--- src/rtl/serial_addsub_if.sv ---
// Operand/result bundle for the bit-serial adder/subtractor.
// The requester drives the start handshake and operands; the adder returns serial and parallel results.
interface serial_addsub_if #(
    parameter int unsigned WIDTH = 8
);
    logic             start;
    logic             mode;
    logic [WIDTH-1:0] a;
    logic [WIDTH-1:0] b;
    logic             s;
    logic             busy;
    logic             done;
    logic [WIDTH-1:0] sum;
    logic             cout;
    logic             ovf;

    modport master (
        output start, mode, a, b,
        input  s, busy, done, sum, cout, ovf
    );

    modport slave (
        input  start, mode, a, b,
        output s, busy, done, sum, cout, ovf
    );
endinterface

--- src/rtl/serial_addsub.sv ---
// Bit-serial adder/subtractor: one full-adder plus carry flop, LSB-first, with a
// start/busy/done handshake, a parallel result and carry/overflow flags.
module serial_addsub #(
    parameter int unsigned WIDTH = 8,
    parameter int unsigned CNT_W = $clog2(WIDTH)
) (
    input  logic           clk,
    input  logic           rst,
    input  logic           enable,
    serial_addsub_if.slave bus
);

    localparam logic [CNT_W-1:0] LAST_BIT = CNT_W'(WIDTH - 1);

    typedef enum logic [1:0] {
        IDLE = 2'd0,
        RUN  = 2'd1,
        DONE = 2'd2
    } state_t;

    state_t           state;
    logic [WIDTH-1:0] ra;
    logic [WIDTH-1:0] rb;
    logic [WIDTH-1:0] res;
    logic             carry;
    logic [CNT_W-1:0] cnt;

    logic             busy_q;
    logic             done_q;
    logic [WIDTH-1:0] sum_q;
    logic             cout_q;
    logic             ovf_q;

    logic             fa_s;
    logic             fa_c;
    logic [WIDTH-1:0] res_next;

    // Single full-adder slice over the current LSBs and the carry flop.
    always_comb begin
        fa_s     = ra[0] ^ rb[0] ^ carry;
        fa_c     = (ra[0] & rb[0]) | (ra[0] & carry) | (rb[0] & carry);
        res_next = {fa_s, res[WIDTH-1:1]};
    end

    assign bus.s    = (state == RUN) ? fa_s : 1'b0;
    assign bus.busy = busy_q;
    assign bus.done = done_q;
    assign bus.sum  = sum_q;
    assign bus.cout = cout_q;
    assign bus.ovf  = ovf_q;

    // Subtraction is A + ~B + 1: invert B at load and seed the carry with mode.
    always_ff @(posedge clk) begin
        if (rst) begin
            state  <= IDLE;
            ra     <= '0;
            rb     <= '0;
            res    <= '0;
            carry  <= 1'b0;
            cnt    <= '0;
            busy_q <= 1'b0;
            done_q <= 1'b0;
            sum_q  <= '0;
            cout_q <= 1'b0;
            ovf_q  <= 1'b0;
        end else if (enable) begin
            case (state)
                IDLE, DONE: begin
                    done_q <= 1'b0;
                    if (bus.start) begin
                        ra     <= bus.a;
                        rb     <= bus.b ^ {WIDTH{bus.mode}};
                        res    <= '0;
                        carry  <= bus.mode;
                        cnt    <= '0;
                        busy_q <= 1'b1;
                        state  <= RUN;
                    end else begin
                        busy_q <= 1'b0;
                        state  <= IDLE;
                    end
                end
                RUN: begin
                    ra    <= ra >> 1;
                    rb    <= rb >> 1;
                    res   <= res_next;
                    carry <= fa_c;
                    cnt   <= cnt + CNT_W'(1);
                    // On the MSB slice the carry flop holds the carry into the MSB.
                    if (cnt == LAST_BIT) begin
                        busy_q <= 1'b0;
                        done_q <= 1'b1;
                        sum_q  <= res_next;
                        cout_q <= fa_c;
                        ovf_q  <= carry ^ fa_c;
                        state  <= DONE;
                    end
                end
                default: begin
                    busy_q <= 1'b0;
                    done_q <= 1'b0;
                    state  <= IDLE;
                end
            endcase
        end
    end

endmodule

--- src/flat_wrapper.sv ---
// flat-port wrapper written by rule: the top's interface ports become plain ports
module serial_addsub_flat 
#(
    parameter int unsigned WIDTH = 8,
    parameter int unsigned CNT_W = $clog2(WIDTH)
)
  (clk, rst, enable, bus_start, bus_mode, bus_a, bus_b, bus_s, bus_busy, bus_done, bus_sum, bus_cout, bus_ovf);
  serial_addsub_if #(.WIDTH(WIDTH)) bus_i ();
  input  logic clk;
  input  logic rst;
  input  logic enable;
  input wire logic [$bits(bus_i.start)-1:0] bus_start;
  input wire logic [$bits(bus_i.mode)-1:0] bus_mode;
  input wire logic [$bits(bus_i.a)-1:0] bus_a;
  input wire logic [$bits(bus_i.b)-1:0] bus_b;
  output wire logic [$bits(bus_i.s)-1:0] bus_s;
  output wire logic [$bits(bus_i.busy)-1:0] bus_busy;
  output wire logic [$bits(bus_i.done)-1:0] bus_done;
  output wire logic [$bits(bus_i.sum)-1:0] bus_sum;
  output wire logic [$bits(bus_i.cout)-1:0] bus_cout;
  output wire logic [$bits(bus_i.ovf)-1:0] bus_ovf;
  assign bus_i.start = bus_start;
  assign bus_i.mode = bus_mode;
  assign bus_i.a = bus_a;
  assign bus_i.b = bus_b;
  assign bus_s = bus_i.s;
  assign bus_busy = bus_i.busy;
  assign bus_done = bus_i.done;
  assign bus_sum = bus_i.sum;
  assign bus_cout = bus_i.cout;
  assign bus_ovf = bus_i.ovf;
  serial_addsub #(.WIDTH(WIDTH), .CNT_W(CNT_W)) u_core (.clk(clk), .rst(rst), .enable(enable), .bus(bus_i));
endmodule
--- config.mk ---
export PLATFORM = sky130hd
export DESIGN_NAME = serial_addsub_flat
export DESIGN_NICKNAME = d
export VERILOG_FILES = /design/src/rtl/serial_addsub_if.sv /design/src/rtl/serial_addsub.sv /design/src/flat_wrapper.sv
export SDC_FILE = /design/constraint.sdc
export NUM_CORES = 1
export LEC_CHECK = 0
export ABC_AREA = 0
export ABC_CLOCK_PERIOD_IN_PS = 3200
export BUFFER_PORTS_ARGS = -buffer_cell sky130_fd_sc_hd__buf_4
export CORE_MARGIN = 1.5
export CORE_UTILIZATION = 30
export CTS_BUF_LIST = sky130_fd_sc_hd__clkbuf_16
export CTS_CLUSTER_SIZE = 25
export DETAILED_ROUTE_END_ITERATION = 16
export PLACE_DENSITY_LB_ADDON = 0.12
export SYNTH_ARGS = -nofsm -noshare
export SYNTH_HDL_FRONTEND = slang
export SYNTH_SLANG_ARGS = --single-unit
--- constraint.sdc ---
create_clock -name clk -period 3.2 [get_ports clk]
set_input_delay 0.64 -clock clk [delete_from_list [all_inputs] [get_ports clk]]
set_output_delay 0.64 -clock clk [all_outputs]
set_load 0.1 [all_outputs]
==> results.md, run 1 <==
* Status: completed
* Yosys reg bits at 40
* Post-layout util at 0.389
* DR vias at 1396
* FF-to-FF Start: u_core.state[0]
* Clock Skew at 0.00656 ns
* Layout net count at 249
* Pleak at 0.812 nW
* Vias in the first global route at 1299
* CTS buffer count at 5
* Worst R2R Path Depth at 4
* Crit. End Element: output port
* Synth warn at 0
* Setup TNS at 0 ns
* Ranking of synthesized cells by area: dfxtp_1 (47%), nand2_1 (12%), a21oi_1 (5.5%)
* First-pass GRT wire length at 6090 um
* Wire per inst at 12.2 um
* Met3 Use GR at 0.0391
* Hold Fails Final Rpt at 0
* Post-Syn Nets at 223
* Filler Cells Inserted at 572
* Mapped Cells at 199
* Hold Crit Endpoint: u_core.rb[1]
* Most used routing layer: met2
* Overflow after GRT at 0
* Core area at 5510 um^2
* Number of antenna diodes at 0
* Hold_sp: u_core.rb[1]
* Worst Hold Class: reg -> reg
* Largest net degree at the start of global routing at 41
* ANT nets after route at 0
* Slew HR at 0.488
* Drt first pass iters at 4
* Final setup margin at 0.911 ns
* Max Slew Vio Count at 0
* Sequential cell area at 801 um^2
* Avg Cell Area, Syn at 8.64 um^2
* Crit start category: flop
* Final setup vio count at 0
* Die Height at 78.7 um
* CTS tree: yes
* R2r setup slk at 1.52 ns
* Post-CTS sizing at 0
* Pwr/cell area at 571 nW/um^2
* Dpl hpwl at 2400 um
* Clk slew on worst S/H paths at 0.06 ns
* Met1 usage at 0.169
* Clock power share at 0.459
* CP startpoint: u_core.carry
* Crit path arrival time at 1.65 ns
* Post-synth top area cell: dfxtp_1
* Yosys top cell area share at 0.466
* Post-synth EDFFs at 0
* Critical path class: reg -> out
* RSZ-0062 raised after global routing: false
* Tot GR Track Use at 0.128
* CTS Sinks at 40
* Max IR drop VDD at 0.257 mV
* Area delta synth->final at 24.5%
* Sequential Power Share at 0.434
* Row count at 27
* Switching Fraction at 0.233
* Drt drc at 0
* Root Driver: clkbuf_16
* Fin crit period at 2.29 ns
* Hold WS at 0.451 ns
* Antenna violations before repair at 0
* Prevailing post-synth register cell: dfxtp_1
* Die Width at 78.7 um
* Least-Margin Pin Slew at 0.768 ns
* Ports at 34
* Share of cells above drive strength 1 at 0.204
* Setup WS pre-CTS at 1.19 ns
* Wirelength, routed at 3630 um
* Clock Latency Late Sink at 0.28 ns
* Final GP Congestion at 0.676
* Netlist Area Pre-Place at 1720 um^2
* Max Freq at 437 MHz
* Vias per cell at 4.68
* Met2 track demand over resource at 0.194
* H-tree depth at 2
* Crit Path Max Fanout at 3
* P_sw at 0.284 mW
* DR iter-0 viols at 53
* Multi-input logic area at 835 um^2
* Post-CTS setup buffers at 0
* Synth cell types at 29
* Worst r2r dst: u_core.bus.ovf
* DIE AREA at 6190 um^2
* Starting Density at 0.312
* Seq/Total Area, Yosys at 0.466
* CTS max path bufs at 2
* Post-synth ARST share at 0
* Maxcap violations at 0
* Total power at 1.22 mW
* Hold depth at 2
* Pint at 0.938 mW
* Gate power share at 0.107
* Port Buf Inserts at 33
* Hold_buf cts at 0
* Tcrit/Tclk final at 0.715
* Req. time, crit path at 2.56 ns
## metrics by stage
stage                     instances  area, um^2
after floorplan                 199        1720
after global placement          290        1970
after detailed placement        290        1970
after CTS                       298        2140
after global routing            298        2140
final                           298        2140
## state kept, by name (all words and copies together) (netlist names)
name / flops
u_core.bus.busy: 1
u_core.bus.cout: 1
u_core.bus.done: 1
u_core.bus.ovf: 1
u_core.bus.sum: 8
u_core.carry: 1
u_core.cnt: 3
u_core.ra: 8
u_core.rb: 8
u_core.res: 7
u_core.state: 1
## power groups by stage
stage	Sequential, mW	Combinational [mW]	Clock, mW
4_1_cts	0.530	0.133	0.580
5_1_grt	0.533	0.146	0.604
2_1_floorplan	0.543	0.0966	0
6_report	0.530	0.131	0.562
3_5_place_dp	0.541	0.133	0
3_3_place_gp	0.541	0.132	0
## cells in the mapped netlist, types with 2 or more instances
cell / number
buf_2: 7
nor2_1: 19
o21ai_0: 2
a21oi_2: 2
ha_1: 2
a21oi_1: 19
xnor2_1: 8
buf_6: 3
o211ai_1: 7
a22oi_1: 9
a311oi_1: 8
clkbuf_1: 4
nand2_1: 53
and2_1: 2
dfxtp_1: 40
## placed cells by master, fill, tap and decap left out
master / Yosys / routed
dfxtp_1: 40 / 40
xnor2_1: 8 / 8
and3b_1: 1 / 1
nand2b_1: 1 / 1
nor2_1: 19 / 19
nor2b_2: 1 / 1
o21ai_0: 2 / 2
clkbuf_16: 0 / 5
or2b_1: 1 / 1
ha_1: 2 / 2
a211oi_1: 1 / 1
o211ai_1: 7 / 7
mux2i_1: 1 / 1
a21oi_2: 2 / 2
bufinv_16: 0 / 1
o21ai_4: 1 / 1
fa_1: 1 / 1
nor2b_4: 1 / 1
o21a_4: 1 / 1
clkinv_4: 0 / 1
xor2_1: 1 / 1
nand3b_1: 1 / 1
nand3_1: 1 / 1
nand4b_1: 1 / 1
a21oi_1: 19 / 19
a22oi_1: 9 / 9
buf_4: 0 / 33
and2_1: 2 / 2
clkinv_1: 0 / 1
nand2_1: 53 / 53
a311oi_1: 8 / 8
## final cells by class
cell class                      count  area share
Timing Repair Buffer               33       0.116
Clock buffer                        5      0.0584
Multi-Input combinational cell    145       0.390
Sequential cell                    40       0.374
Clock inverter                      3      0.0199
Tap cell                           72      0.0421
## layer usage
| layer | vias to the layer above | wire [um] |
|---|---|---|
| li1 | 738 | - |
| met1 | 631 | 1860 |
| met2 | 23 | 1570 |
| met3 | 4 | 160 |
| met4 | 0 | 40 |
| met5 | - | 0 |
## cells by family (layout without fill, tap and decap cells)
group	Yosys count	count (layout)	share of synthesized area
compound gates	50	50	0.205
xor+xnor	9	9	0.0459
fa+ha+maj	3	3	0.0262
buf+inv	14	41	0.0488
flops	40	40	0.466
mux	1	1	0.00582
simple gates	82	82	0.203
## worst max path at each step
stage / endpoint / depth (start not counted)
finish: bus_s / 3
global placement: bus_s / 3
detailed placement: u_core.bus.ovf / 5
floorplan: bus_s / 3
global route: bus_s / 3
CTS: bus_s / 3
## critical path, stage by stage (launching register included)
cell	delay (ns)
dfxtp_1	0.34
fa_1	0.60
and2_1	0.15
buf_4	0.29
No activity file was read; power rests on OpenSTA's default activity.
==> inputs of run 2 (changes only) <==
Settings changed: ABC_AREA 0 to 1, ABC_CLOCK_PERIOD_IN_PS 3200 to 2100.
Clock period 3.2 ns to 2.1 ns, I/O delays scaled along.
==> run 2 against run 1 <==
  * Setup slack got worse by 0.83 ns
  * Synthesized cell count rose by 38%
  * Via count is 23% higher
  * Critical endpoint unchanged
  * Largest cell class unchanged
  * Largest power group is now registers
  * Highest routed layer unchanged
==> results.md, run 2 <==
* Status: completed
* Hold Crit Endpoint: u_core.bus.sum[2]
* Prevailing post-synth register cell: dfxtp_1
* Root Driver: clkbuf_16
* First-pass GRT wire length at 7450 um (+22%)
* Post-synth ARST share at 0 (unchanged)
* Post-Syn Nets at 299 (+34%)
* Pleak at 1.07 nW (+31%)
* Worst R2R Path Depth at 5 (+1)
* Wirelength, routed at 4510 um (+24%)
* Post-synth EDFFs at 0 (unchanged)
* Max IR drop VDD at 0.472 mV (+84%)
* H-tree depth at 2 (unchanged)
* Final std cells w/o fill at 381 (+28%)
* Fin crit period at 2.02 ns
* RSZ-0062 raised after global routing: false
* Drt drc at 0 (unchanged)
* Most instantiated cells after synthesis: nand2_1 (92), nor2_1 (46), dfxtp_1 (40), a21oi_1 (24)
* Sequential cell area at 801 um^2 (unchanged)
* Seq/Total Area, Yosys at 0.420 (-0.0458)
* Netlist Area Pre-Place at 1910 um^2 (+11%)
* Crit Path Max Fanout at 3 (unchanged)
* Port Buf Inserts at 33 (unchanged)
* Least-Margin Pin Slew at 0.353 ns (-0.414 ns)
* Setup TNS at 0 ns (unchanged)
* Crit start category: flop
* Final setup vio count at 0 (unchanged)
* Filler Cells Inserted at 676 (+18%)
* Hold depth at 2 (unchanged)
* Critical Path Max Stage Delay at 0.57 ns (-0.03 ns)
* Synth cell types at 26 (-10%)
* Tot GR Track Use at 0.146 (+0.0176)
* Hold_sp: u_core.bus.sum[2]
* CTS buffer count at 5 (unchanged)
* Most common cell in the netlist: nand2_1
* CTS tree: yes
* Ranking of synthesized cells by area: dfxtp_1 (42%), nand2_1 (18%), nor2_1 (9.1%)
* Vias per cell at 4.49 (-4.1%)
* Yosys reg bits at 40 (unchanged)
* Most common cell after layout, fill and taps aside: nand2_1
* Tcrit/Tclk final at 0.962
* Most frequent cells in the layout: nand2_1 (92), nor2_1 (45), dfxtp_1 (40), buf_4 (36), a21oi_1 (24)
* Worst r2r dst: u_core.ra[0]
* Hold Fails Final Rpt at 0 (unchanged)
* Drt first pass iters at 4 (unchanged)
* Die Height at 82.7 um (+5.1%)
* Largest net degree at the start of global routing at 21 (-49%)
* Crit. End Element: output port
* Clock Skew at 0.00333 ns (-0.00323 ns)
* Max Freq at 495 MHz
* Share of cells above drive strength 1 at 0.173 (-0.0303)
* Antenna violations before repair at 0 (unchanged)
* Req. time, crit path at 1.68 ns (-0.88 ns)
* FF-to-FF Start: u_core.state[0]
* Pwr/cell area at 750 nW/um^2 (+31%)
* Wire per inst at 11.8 um (-2.8%)
* Starting Density at 0.316 (+0.00424)
* Die Width at 82.7 um (+5.1%)
* Placed cells at 374 (+29%)
* CTS Sinks at 40 (unchanged)
* DR vias at 1712 (+23%)
* Post-CTS sizing at 0 (unchanged)
* CP cell instances: fa_1 -> inv_1 -> nor2_4 -> buf_6
* Yosys top cell area share at 0.420 (-0.0458)
* Area delta synth->final at 22.6%
* Maxcap violations at 0 (unchanged)
* DIE AREA at 6840 um^2 (+10%)
* Clock Latency Late Sink at 0.28 ns (about the same)
* Clk slew on worst S/H paths at 0.05 ns (about the same)
* Dpl hpwl at 3010 um (+25%)
* Crit path arrival time at 1.60 ns (-0.05 ns)
* Core area at 6030 um^2 (+9.4%)
* DR iter-0 viols at 62 (+17%)
* Post-synth top area cell: dfxtp_1
* Worst Hold Class: reg -> reg
* Ports at 34 (unchanged)
* Final GP Congestion at 0.709 (+5.0%)
* Layout net count at 330 (+33%)
* Slew HR at 0.764 (+0.276)
* Row count at 28 (+3.7%)
* Hold_buf cts at 0 (unchanged)
* Post-layout util at 0.388 (-0.000694)
* Max Slew Vio Count at 0 (unchanged)
* Post-CTS setup buffers at 0 (unchanged)
* CTS max path bufs at 2 (unchanged)
* Overflow after GRT at 0 (unchanged)
* Vias in the first global route at 1615 (+24%)
* Number of antenna diodes at 0 (unchanged)
* Multi-input logic area at 948 um^2 (+14%)
* ANT nets after route at 0 (unchanged)
* Mapped Cells at 275 (+38%)
* Critical path class: reg -> out
* Synth warn at 0 (unchanged)
* R2r setup slk at 0.60 ns (-0.92 ns)
* Slowest-stage cell, CP: fa_1
* Avg Cell Area, Syn at 6.93 um^2 (-20%)
## run 2: changes by cell type after synthesis, moves of 7 or more
cell	change
nor2_1	+27
nand3b_1	+7
nand3_1	+10
a22oi_1	-9
inv_1	+13
o211ai_1	-7
a311oi_1	-8
xnor2_1	-8
nand2_1	+39
o21ai_0	+11
## run 2: critical path, delay by kind of cell (launching register included)
kind / cells / cell delay, ns
buf+inv: 2 / 0.30
flops: 1 / 0.34
simple gates: 1 / 0.11
fa+ha+maj: 1 / 0.57
## run 2: cell type report
class                           instances  area share
Clock buffer                            5      0.0535
Clock inverter                          2     0.00375
Inverter                               16      0.0257
Multi-Input combinational cell        205       0.406
Sequential cell                        40       0.342
Tap cell                               75      0.0401
Timing Repair Buffer                   38       0.129
## run 2: worst max path at each step
stage                     depth (start not counted)  slack [ns]            start     to
after detailed placement                          4        0.31     u_core.carry  bus_s
after global routing                              4       0.002     u_core.carry  bus_s
after floorplan                                   3        0.02  u_core.bus.done  bus_s
final                                             4        0.08     u_core.carry  bus_s
after global placement                            4        0.32     u_core.carry  bus_s
after CTS                                         4       0.008     u_core.carry  bus_s
## run 2: kinds of logic (layout without fill, tap and decap cells)
kind of cell / after synthesis / in the layout / share of synthesized area
XOR/XNOR: 1 / 1 / 0.00459
AO/OA/AOI/OAI: 37 / 37 / 0.0971
flip-flops: 40 / 40 / 0.420
adder cells (fa/ha/maj): 3 / 3 / 0.0236
buffers and inverters: 30 / 61 / 0.0866
AND/OR/NAND/NOR: 164 / 164 / 0.368
## run 2: metal layers
metal / global-route usage / vias up / routed length, um
met5: 0 / - / 0
met4: 0.0550 / 0 / 76
met3: 0.0418 / 5 / 176
met2: 0.238 / 26 / 2000
met1: 0.182 / 759 / 2250
li1: - / 922 / -
## run 2: per-stage QoR
| step | cell area (um^2) | total power [mW] | hold slack (ns) | setup WS, ns |
|---|---|---|---|---|
| final | 2340 | 1.75 | 0.459 | 0.0806 |
| after global routing | 2340 | 1.84 | 0.478 | 0.00206 |
| after CTS | 2330 | 1.78 | 0.461 | 0.00832 |
| after detailed placement | 2200 | 1.06 | 0.454 | 0.315 |
| after global placement | 2200 | 1.06 | 0.451 | 0.324 |
| after floorplan | 1910 | 0.998 | 0.454 | 0.0180 |
## run 2: power by group
group          switching (mW)  total, mW  internal (mW)
logic                   0.143      0.235         0.0924
clock network           0.281      0.707          0.426
registers              0.0181      0.811          0.793
total                   0.442       1.75           1.31
==> inputs of run 3 (changes only) <==
Settings changed: SETUP_SLACK_MARGIN from default to 0.2, SLEW_MARGIN from default to 15.
==> run 3 against run 2 <==
  * Register-to-register slack improved by 0.06 ns
  * Critical path depth unchanged
  * Via count about the same
  * Total power increased by 0.48%
  * Sequential power about the same
  * Wire length decreased by 3.1%
  * Cell count increased by 0.79%
  * Setup slack improved by 0.082 ns
  * Combinational power increased by 6%
  * Die area unchanged
  * Sequential share of layout area decreased by 0.13 points
  * Flip-flop and latch count unchanged
==> results.md, run 3 (same netlist as run 2, synthesis figures left out) <==
* Row count at 28 (unchanged)
* Hold_buf cts at 0 (unchanged)
* Starting Density at 0.316 (unchanged)
* Least-Margin Pin Slew at 0.324 ns (-0.0295 ns)
* Area delta synth->final at 23.5%
* Status: completed
* Sequential Power Share at 0.461 (about the same)
* Critical path class: reg -> out
* CTS Sinks at 40 (unchanged)
* Wire per inst at 11.4 um (-3.9%)
* Antenna violations before repair at 0 (unchanged)
* H-tree depth at 2 (unchanged)
* Fin crit period at 1.94 ns (-0.0818 ns)
* Largest net degree at the start of global routing at 22 (+4.8%)
* Ports at 34 (unchanged)
* Maxcap violations at 0 (unchanged)
* Dpl hpwl at 2950 um (-1.8%)
* R2r setup slk at 0.66 ns (+0.06 ns)
* Vias in the first global route at 1543 (-4.5%)
* Worst Hold Class: reg -> reg
* Switching Fraction at 0.249 (-0.00337)
* Clock power share at 0.397 (-0.006)
* Final setup vio count at 0 (unchanged)
* Port Buf Inserts at 33 (unchanged)
* Core area at 6030 um^2 (unchanged)
* Pwr/cell area at 748 nW/um^2 (-0.22%)
* First-pass GRT wire length at 7160 um (-3.9%)
* Max Freq at 516 MHz (+4.2%)
* Filler Cells Inserted at 674 (-0.30%)
* CTS buffer count at 5 (unchanged)
* Pleak at 1.08 nW (+1.1%)
* Vias per cell at 4.46 (-0.72%)
* Final instance area at 2350 um^2 (+0.70%)
* CTS max path bufs at 2 (unchanged)
* Drt first pass iters at 4 (unchanged)
* Critical Path Sink: bus_s
* Max IR drop VDD at 0.503 mV (+6.6%)
* Number of antenna diodes at 0 (unchanged)
* DR iter-0 viols at 115 (+85%)
* Most frequent cells in the layout: nand2_1 (92), nor2_1 (45), buf_4 (39), dfxtp_1 (38), a21oi_1 (24)
* Slew HR at 0.784 (+0.0197)
* Gate power share at 0.142 (+0.008)
* Setup TNS at 0 ns (unchanged)
* Die Width at 82.7 um (unchanged)
* CTS tree: yes
* Drt drc at 0 (unchanged)
* Tcrit/Tclk final at 0.923 (-0.0390)
* Crit. End Element: output port
* Post-layout util at 0.391 (+0.00270)
* DR vias at 1713 (+0.058%)
* Clk slew on worst S/H paths at 0.06 ns (about the same)
* Share of cells above drive strength 1 at 0.184 (+0.0113)
* RSZ-0062 raised after global routing: true
* Clock Skew at 0.00598 ns (+0.00265 ns)
* Crit Path Max Fanout at 2 (-1)
* Crit start category: flop
* P_sw at 0.438 mW (-0.87%)
* Total power at 1.76 mW (+0.48%)
* Most common cell after layout, fill and taps aside: nand2_1
* Tot GR Track Use at 0.138 (-0.00800)
* Layout net count at 332 (+0.61%)
* Hold Fails Final Rpt at 0 (unchanged)
* CP startpoint: u_core.rb[0]
* FF-to-FF Start: u_core.state[0]
* Pint at 1.32 mW (+0.93%)
* Clock Latency Late Sink at 0.28 ns (about the same)
* ANT nets after route at 0 (unchanged)
* Req. time, crit path at 1.68 ns (about the same)
* Max Slew Vio Count at 0 (unchanged)
* Overflow after GRT at 0 (unchanged)
* Root Driver: clkbuf_16
* DIE AREA at 6840 um^2 (unchanged)
* Wirelength, routed at 4370 um (-3.1%)
* Final GP Congestion at 0.720 (+1.6%)
* Die Height at 82.7 um (unchanged)
* Worst R2R Path Depth at 5 (unchanged)
* Crit path arrival time at 1.52 ns (-0.08 ns)
* Worst r2r dst: u_core.ra[0]
* Dpl cell area at 2190 um^2 (-0.51%)
## run 3: cell types whose count changed in the layout (fill, tap and decap cells not counted)
cell      before  now
clkinv_1       1    2
buf_4         36   39
clkinv_2       1    0
dfxtp_1       40   38
inv_2          2    3
dfxtp_2        0    2
buf_6          1    0
## run 3: routing by layer
layer	routed length [um]	track usage
met5	0	0
met4	36	0.0450
met3	173	0.0330
met2	1900	0.221
met1	2260	0.182
## run 3: final cells by class
cell class                      instances  area (um^2)  share of cell area
Tap cell                               75         93.8              0.0399
Sequential cell                        40          803               0.341
Clock buffer                            5          125              0.0531
Clock inverter                          3         11.3             0.00478
Multi-Input combinational cell        205          948               0.403
Timing Repair Buffer                   40          313               0.133
Inverter                               16         60.1              0.0255
## run 3: how the worst min path moves through the flow
stage,from,end,cells after the start
3_5_place_dp,u_core.bus.sum[1],u_core.bus.sum[1],2
5_1_grt,u_core.bus.sum[1],u_core.bus.sum[1],2
3_3_place_gp,u_core.bus.sum[4],u_core.bus.sum[4],2
2_1_floorplan,u_core.rb[7],u_core.rb[7],2
4_1_cts,u_core.bus.sum[1],u_core.bus.sum[1],2
6_report,u_core.bus.sum[4],u_core.bus.sum[4],2
## run 3: power groups by stage
stage	Clock, mW	Combinational [mW]	Sequential (mW)
global placement	0	0.232	0.827
finish	0.700	0.250	0.812
CTS	0.721	0.245	0.811
floorplan	0	0.167	0.831
detailed placement	0	0.232	0.827
global route	0.749	0.280	0.815
## run 3: metrics by stage
step	hold WS [ns]	worst slack, ns	std cells
2_1_floorplan	0.454	0.247	275
3_3_place_gp	0.454	0.324	374
3_5_place_dp	0.452	0.317	374
4_1_cts	0.461	0.155	383
5_1_grt	0.483	0.109	384
6_report	0.459	0.162	384
## run 3: worst max-delay path: stages (launching register included)
cell and delay [ns]:
dfxtp_1 0.32, fa_1 0.58, inv_2 0.05, nor2_4 0.11
buf_12 0.18
## run 3: repair_timing
item	4_1_cts	5_1_grt
pin swaps	2	1
cloned	0	0
buffers inserted	1	1
setup endpoints to repair	1	1
resized for setup	5	0
